[src/rtl/serial_auth_setter.sv]
// Setter side of the serial authenticator: holds the enrolled secret, checks a
// guess one bit per handshake (MSB first) and enforces a timed lockout.
module serial_auth_setter #(
   parameter int WIDTH       = 8,
   parameter int MAX_FAILS   = 3,
   parameter int LOCK_CYCLES = 16
) (
   input  logic                     clk,
   input  logic                     rst,
   input  logic                     set_valid,
   input  logic [WIDTH-1:0]         set_code,
   input  logic                     guess_valid,
   input  logic                     guess_bit,
   output logic                     guess_ready,
   output logic                     setter_bit,
   output logic [$clog2(WIDTH)-1:0] bit_idx,
   output logic                     matched,
   output logic                     unmatched,
   output logic                     armed,
   output logic                     locked
);

   localparam int IW = $clog2(WIDTH);
   localparam int FW = $clog2(MAX_FAILS + 1);
   localparam int TW = (LOCK_CYCLES > 1) ? $clog2(LOCK_CYCLES) : 1;

   localparam logic [IW-1:0] LAST_IDX   = IW'(WIDTH - 1);
   localparam logic [FW-1:0] FAIL_LIMIT = FW'(MAX_FAILS);
   localparam logic [TW-1:0] LOCK_LOAD  = TW'(LOCK_CYCLES - 1);

   typedef enum logic [1:0] {S_IDLE, S_ARMED, S_RECV, S_LOCKED} state_t;

   state_t           state;
   logic [WIDTH-1:0] code;
   logic             mismatch;
   logic [FW-1:0]    fail_cnt;
   logic [TW-1:0]    timer;

   logic          accept;
   logic          bit_err;
   logic          final_err;
   logic [FW-1:0] fail_next;

   assign setter_bit = code[LAST_IDX - bit_idx];

   always_comb begin
      accept    = guess_valid && guess_ready;
      bit_err   = guess_bit ^ setter_bit;
      final_err = mismatch | bit_err;
      fail_next = (fail_cnt == FAIL_LIMIT) ? fail_cnt : fail_cnt + 1'b1;
   end

   always_ff @(posedge clk) begin
      if (rst) begin
         state       <= S_IDLE;
         code        <= '0;
         bit_idx     <= '0;
         mismatch    <= 1'b0;
         fail_cnt    <= '0;
         timer       <= '0;
         guess_ready <= 1'b0;
         matched     <= 1'b0;
         unmatched   <= 1'b0;
         armed       <= 1'b0;
         locked      <= 1'b0;
      end else begin
         matched   <= 1'b0;
         unmatched <= 1'b0;
         case (state)
            S_IDLE: begin
               if (set_valid) begin
                  code        <= set_code;
                  fail_cnt    <= '0;
                  state       <= S_ARMED;
                  guess_ready <= 1'b1;
                  armed       <= 1'b1;
               end
            end
            S_ARMED: begin
               // Enrollment takes priority; a bit offered in the same cycle is dropped.
               if (set_valid) begin
                  code     <= set_code;
                  fail_cnt <= '0;
               end else if (accept) begin
                  mismatch <= bit_err;
                  bit_idx  <= IW'(1);
                  state    <= S_RECV;
               end
            end
            S_RECV: begin
               if (accept) begin
                  if (bit_idx == LAST_IDX) begin
                     bit_idx  <= '0;
                     mismatch <= 1'b0;
                     if (!final_err) begin
                        matched  <= 1'b1;
                        fail_cnt <= '0;
                        state    <= S_ARMED;
                     end else begin
                        unmatched <= 1'b1;
                        fail_cnt  <= fail_next;
                        if (fail_next == FAIL_LIMIT) begin
                           state       <= S_LOCKED;
                           timer       <= LOCK_LOAD;
                           locked      <= 1'b1;
                           armed       <= 1'b0;
                           guess_ready <= 1'b0;
                        end else begin
                           state <= S_ARMED;
                        end
                     end
                  end else begin
                     mismatch <= final_err;
                     bit_idx  <= bit_idx + 1'b1;
                  end
               end
            end
            S_LOCKED: begin
               // Timer is preloaded with LOCK_CYCLES-1 so locked spans exactly LOCK_CYCLES cycles.
               if (timer == '0) begin
                  state       <= S_ARMED;
                  fail_cnt    <= '0;
                  locked      <= 1'b0;
                  armed       <= 1'b1;
                  guess_ready <= 1'b1;
               end else begin
                  timer <= timer - 1'b1;
               end
            end
            default: state <= S_IDLE;
         endcase
      end
   end

endmodule
[config.mk]
export PLATFORM = sky130hd
export DESIGN_NAME = serial_auth_setter
export DESIGN_NICKNAME = d
export VERILOG_FILES = /design/src/rtl/serial_auth_setter.sv
export SDC_FILE = /design/constraint.sdc
export NUM_CORES = 1
export LEC_CHECK = 0
export ABC_AREA = 0
export ABC_CLOCK_PERIOD_IN_PS = 4800
export CAP_MARGIN = 20
export CORE_MARGIN = 4
export CORE_UTILIZATION = 55
export CTS_BUF_LIST = sky130_fd_sc_hd__clkbuf_8
export CTS_CLUSTER_SIZE = 20
export DETAILED_ROUTE_END_ITERATION = 8
export PLACE_DENSITY = 0.8
export SLEW_MARGIN = 20
export SYNTH_ARGS = -nofsm -noshare
export SYNTH_HDL_FRONTEND = slang
export SYNTH_SLANG_ARGS = --single-unit
[constraint.sdc]
create_clock -name clk -period 4.8 [get_ports clk]
set_clock_uncertainty 0.15 [all_clocks]
set_input_delay 0.96 -clock clk [delete_from_list [all_inputs] [get_ports clk]]
set_output_delay 0.96 -clock clk [all_outputs]
set_load 0.005 [all_outputs]
==> out/qor.yml, run 1 <==
hold_path:
  min_path_cells: 2
  min_path_type: "reg -> reg"
  min_from: "code[4]$_SDFFE_PP0P_"
  whs_endpoint: "code[4]$_SDFFE_PP0P_"
critical_path:
  rr_startpoint: "bit_idx[0]$_SDFFE_PP0P_"
  ff2ff_path_depth: 6
  critical_path.endpoint_type: "primary output"
  path_max_fanout: 8
  required_ns: 3.69
  r2r_end: "fail_cnt[0]$_SDFFE_PP0P_"
  arrival_ns: 2.03
  start_kind: "flop"
  criticalPathCategory: "reg -> out"
  rrSetupSlack_ns: 2.40
logic_synthesis:
  synthesis.nets: 174
  synthTopCellsByArea: "dfxtp_1, mux2i_1, ha_1, nor2_1, nand2_1"
  yosysTopAreaCell: "dfxtp_1"
  postSynthCellCount: 154
  synth_most_common_cell: "dfxtp_1"
  synth-seq-cells: 24
  ys_seq_area_share_pct: 36.4
  avgSynthCellArea_um2: 8.56
  netlist.area_leader.share_pct: 36.4
  netlist_area_um2: 1320
  synth_common_cells: "dfxtp_1, nor2_1, nand2_1, inv_1, mux2i_1"
  ys.flop_type: "dfxtp_1"
  ys_types: 45
  async_reset_ff_share_pct: 0
  ys_warn_count: 0
  synth_edf_count: 0
drt:
  wl_per_cell_um: 14.5
  ant_nets: 0
  dr.first_iter.drc_count: 48
  drt-vias-per-instance: 5.92
  first_pass_iters: 4
  route.detailed.drc: 0
  postRouteWirelength_um: 2890
  routed-via-count: 1178
die:
  io_pins: 22
  start_util_pct: 58.5
  rows: 17
  core_region_area_um2: 2250
  die_w_um: 57.0
  dieHeight_um: 57.0
  fp.dieArea_um2: 3250
clocking:
  cts_tree: "yes"
  clock_latency_ns: 0.27
  cts_buffer_depth: 2
  cts-root-buf: "clkbuf_8"
  htree_levels: 1
  cts_setup_buffers: 0
  clkTransAtPathRegs_ns: 0.09
  holdBufCountCts: 0
  cts_sinks: 24
  cts_buffers: 3
  cts_resized: 0
final_layout:
  antenna_cells: 0
  nFillCells: 197
  stdcell_area_um2: 1580
  drive_gt1_share_pct: 4.68
  area_growth_pct: 20.1
  fin_nets: 192
grt:
  grt_max_degree: 27
  antenna_found_initial: 0
  grt-ovfl-total: 0
  grt_pass1_wl_um: 4950
  grt_pass1_vias: 1121
  track_usage_pct: 18.8
timing:
  fin_setup_tns_ns: 0
  min_period_ns: 3.14
  fmax_mhz: 319
  rsz0062_at_grt: "false"
  setup_viol: 0
  hold_violations: 0
  timing.final.crit_share_pct: 65.4
  slew_headroom_pct: 41.5
  finalMaxSlewViolations: 0
  worst_pin_slew_ns: 0.872
job:
  maxCapViolCount: 0
place:
  gp_congestion: 0.875
  placed_area_um2: 1510
  hpwl_um: 2160
  io_buffers: 21
power_and_ir_drop:
  leakagePower_nw: 0.632
  ir_drop_mv: 0.271
  p_per_area_nw_per_um2: 346
outcome:
  status: "complete, no violations"
-- where the power goes --
| group | total [mW] | internal, mW | switching, mW |
|---|---|---|---|
| sequential | 0.231 | 0.216 | 0.0153 |
| combinational | 0.139 | 0.0659 | 0.0732 |
| clock | 0.178 | 0.111 | 0.0663 |
| total | 0.548 | 0.393 | 0.155 |
-- final cells by class --
type | instances | area [µm²] | area share (%)
sequential | 24 | 480 | 30.3
tap | 28 | 35.0 | 2.21
timing repair buffer | 21 | 210 | 13.3
clock inverter | 1 | 30.0 | 1.90
clock buffer | 3 | 41.3 | 2.61
multi-input combinational | 111 | 746 | 47.1
inverter | 11 | 41.3 | 2.61
-- flip-flops by register name (all words and copies together) (netlist names) --
name / flops
armed: 1
bit_idx: 3
code: 8
fail_cnt: 2
locked: 1
matched: 1
mismatch: 1
state: 2
timer: 4
unmatched: 1
-- per-stage QoR --
step	utilization [%]	worst slack (ns)	power (mW)	hold WS, ns	cells
finish	70.3	1.66	0.548	0.364	199
detailed placement	67.1	1.96	0.373	0.340	195
global route	70.3	1.59	0.577	0.400	199
global placement	67.1	2.04	0.365	0.326	195
CTS	70.3	1.65	0.549	0.368	199
floorplan	-	2.61	0.330	0.313	154
-- kinds of logic after synthesis --
group           count (synthesis)  share of synthesized area [%]
simple gates                   50                           17.8
compound gates                 41                           21.9
flops                          24                           36.4
buf+inv                        19                           7.02
mux                            12                           9.49
fa+ha+maj                       7                           6.64
xor+xnor                        1                          0.664
-- worst max-delay path by stage --
stage / endpoint / startpoint / depth (start not counted) / slack, ns
final: setter_bit / bit_idx[0]$_SDFFE_PP0P_ / 5 / 1.66
after global routing: setter_bit / bit_idx[0]$_SDFFE_PP0P_ / 5 / 1.59
after CTS: setter_bit / bit_idx[0]$_SDFFE_PP0P_ / 5 / 1.65
after detailed placement: timer[1]$_SDFFE_PP0P_ / guess_valid / 6 / 1.96
after global placement: locked$_SDFFE_PP0P_ / guess_valid / 6 / 2.04
after floorplan: setter_bit / bit_idx[0]$_SDFFE_PP0P_ / 5 / 2.61
-- cells in the final DEF, fill, tap and decap left out, types with 2 or more instances in the layout --
master / n
a311oi_1: 2
o21ai_1: 2
dfxtp_1: 24
clkdlybuf4s50_1: 21
mux2i_1: 11
ha_1: 7
a21oi_1: 8
or3_1: 3
nand3_1: 3
a211oi_1: 4
nor3_1: 3
a22oi_1: 3
and3_1: 2
nand2_1: 12
nor2_1: 18
o21ai_0: 7
inv_1: 11
nor2b_1: 3
clkbuf_8: 3
-- metal layers --
metal	part of all wire, %	routed length, µm	vias up	GRT usage, %
li1	-	-	577	-
met1	46	1330	560	25.2
met2	48	1370	35	30.5
met3	4.4	127	6	2.94
met4	1.8	53	0	6.62
met5	0	0	-	0
-- worst max-delay path, cell delays in order (launching register included) --
cell and delay, ns:
dfxtp_1 0.55, mux2_4 0.22, a2bb2oi_1 0.25, nand2_1 0.16, inv_1 0.08, clkdlybuf4s50_1 0.50
No activity file was read; power rests on OpenSTA's default activity.
==> inputs of run 2 (changes only) <==
Settings changed: ABC_CLOCK_PERIOD_IN_PS 4800 to 3000, CORE_UTILIZATION 55 to 54, PLACE_DENSITY 0.8 to 0.79.
Clock period 4.8 ns to 3 ns, I/O delays scaled along.
==> out/qor.yml, run 2 (synthesized netlist as in run 1, its figures left out) <==
timing:
  hold_violations: 0
  setup_viol: 0
  finalMaxSlewViolations: 0
  fmax_mhz: 360
  slew_headroom_pct: 39.0
  worst_pin_slew_ns: 0.909
  holdWs_ns: 0.355
  min_period_ns: 2.78
  timing.final.crit_share_pct: 92.6
  rsz0062_at_grt: "false"
  fin_setup_tns_ns: 0
final_layout:
  antenna_cells: 0
  nFillCells: 189
  fin_nets: 193
  final_common_cell: "dfxtp_1"
  area_growth_pct: 19.4
  multi_input_area_um2: 746
  regMostFlops: "code"
  reg.largest.list: "code (8), timer (4), bit_idx (3)"
  largest_reg_flops: 8
  regArea_um2: 480
  stdcell_area_um2: 1580
  final_cell_mix: "dfxtp_1, clkdlybuf4s50_1, nor2_1"
  drive_gt1_share_pct: 5.23
drt:
  ant_nets: 0
  wl_per_cell_um: 14.3
  route.detailed.drc: 0
  dr_wl_met2_um: 1460
  postRouteWirelength_um: 2860
  dr.first_iter.drc_count: 28
  routed-via-count: 1187
  drt-vias-per-instance: 5.94
  wl_met1_um: 1230
  first_pass_iters: 4
  top_layer_used: "met4"
  wl_met3_um: 131
job:
  maxCapViolCount: 0
clocking:
  cts_tree: "yes"
  cts_resized: 0
  clkTransAtPathRegs_ns: 0.08
  cts_buffers: 3
  htree_levels: 1
  clock_latency_ns: 0.26
  cts_setup_buffers: 0
  cts_buffer_depth: 2
  cts-root-buf: "clkbuf_8"
  cts_sinks: 24
  holdBufCountCts: 0
die:
  start_util_pct: 57.9
  core_region_area_um2: 2280
  rows: 17
  fp.dieArea_um2: 3300
  dieHeight_um: 57.4
  die_w_um: 57.4
  io_pins: 22
place:
  io_buffers: 21
  hpwl_um: 2170
  placed_area_um2: 1520
  gp_congestion: 0.863
critical_path:
  rr_startpoint: "bit_idx[0]$_SDFFE_PP0P_"
  cp-startpoint: "bit_idx[0]$_SDFFE_PP0P_"
  arrival_ns: 2.03
  start_kind: "flop"
  cpPeakStageDelay_ns: 0.53
  criticalPathCategory: "reg -> out"
  path_buf_inv: 2
  critical_path.endpoint_type: "primary output"
  path_max_fanout: 8
  cpMaxStageDelayCell: "dfxtp_1"
  required_ns: 2.25
  crit_family: "buffers and inverters"
  crit_chain: "mux2_4 -> a2bb2oi_1 -> nand2_1 -> inv_1 -> clkdlybuf4s50_1"
outcome:
  status: "complete, no violations"
grt:
  grt-ovfl-total: 0
  antenna_found_initial: 0
  grt_max_degree: 15
  grt_pass1_wl_um: 5040
  track_usage_pct: 18.9
  grt_pass1_vias: 1230
power_and_ir_drop:
  p_sw_share_pct: 29.8
  ir_drop_mv: 0.372
  leakagePower_nw: 0.630
  pwr-share-seq_pct: 45.7
  p_sw_uw: 242
  pwr-share-comb_pct: 27.1
  power_frac_clock_pct: 27.3
  p_per_area_nw_per_um2: 514
  p_int_uw: 568
hold_path:
  min_from: "code[4]$_SDFFE_PP0P_"
  min_path_type: "reg -> reg"
-- run 2: cell count changes in the layout (fill, tap and decap cells not counted) --
cell	change
buf_4	+1
clkbuf_8	+1
bufinv_16	-1
-- run 2: metrics by stage --
stage                     worst slack, ns  power [mW]  cells  util [%]
after floorplan                     0.872       0.528    154         -
after global placement              0.649       0.585    196      66.8
after detailed placement            0.590       0.593    196      66.8
after CTS                           0.252       0.814    200      69.2
after global routing                0.135       0.856    200      69.2
final                               0.222       0.810    200      69.2
-- run 2: final timing paths --
path / end / slack [ns] / cells past startpoint
hold reg to reg: code[4]$_SDFFE_PP0P_ / 0.36 / 2
setup / recovery: setter_bit / 0.22 / 5
setup reg to reg: fail_cnt[0]$_SDFFE_PP0P_ / 0.63 / 6
hold / removal: code[4]$_SDFFE_PP0P_ / 0.36 / 2
-- run 2: area by class of cell --
type | instances | area share (%)
repair buffers | 22 | 13.8
well taps | 28 | 2.22
inverters | 11 | 2.62
clock buffers | 4 | 3.49
flip-flops and latches | 24 | 30.5
multi-input cells | 111 | 47.3
-- run 2: metal layers --
metal	vias to the layer above	global-route usage [%]
met2	32	35.0
met3	6	3.85
met1	566	21.0
met4	0	6.62
li1	583	-
met5	-	0
-- run 2: worst register-to-register path, cell delays in order, from the launching register on --
cell       delay, ns
dfxtp_1         0.53
mux2_4          0.22
a2bb2oi_1       0.29
nand2_1         0.15
xnor2_1         0.48
o21ai_2         0.15
o41ai_2         0.32
-- run 2: power groups by stage --
| stage | clock (mW) | sequential [mW] | combinational [mW] |
|---|---|---|---|
| 2_1_floorplan | 0 | 0.370 | 0.158 |
| 3_3_place_gp | 0 | 0.376 | 0.209 |
| 3_5_place_dp | 0 | 0.377 | 0.216 |
| 4_1_cts | 0.226 | 0.370 | 0.218 |
| 5_1_grt | 0.238 | 0.373 | 0.244 |
| 6_report | 0.221 | 0.370 | 0.219 |
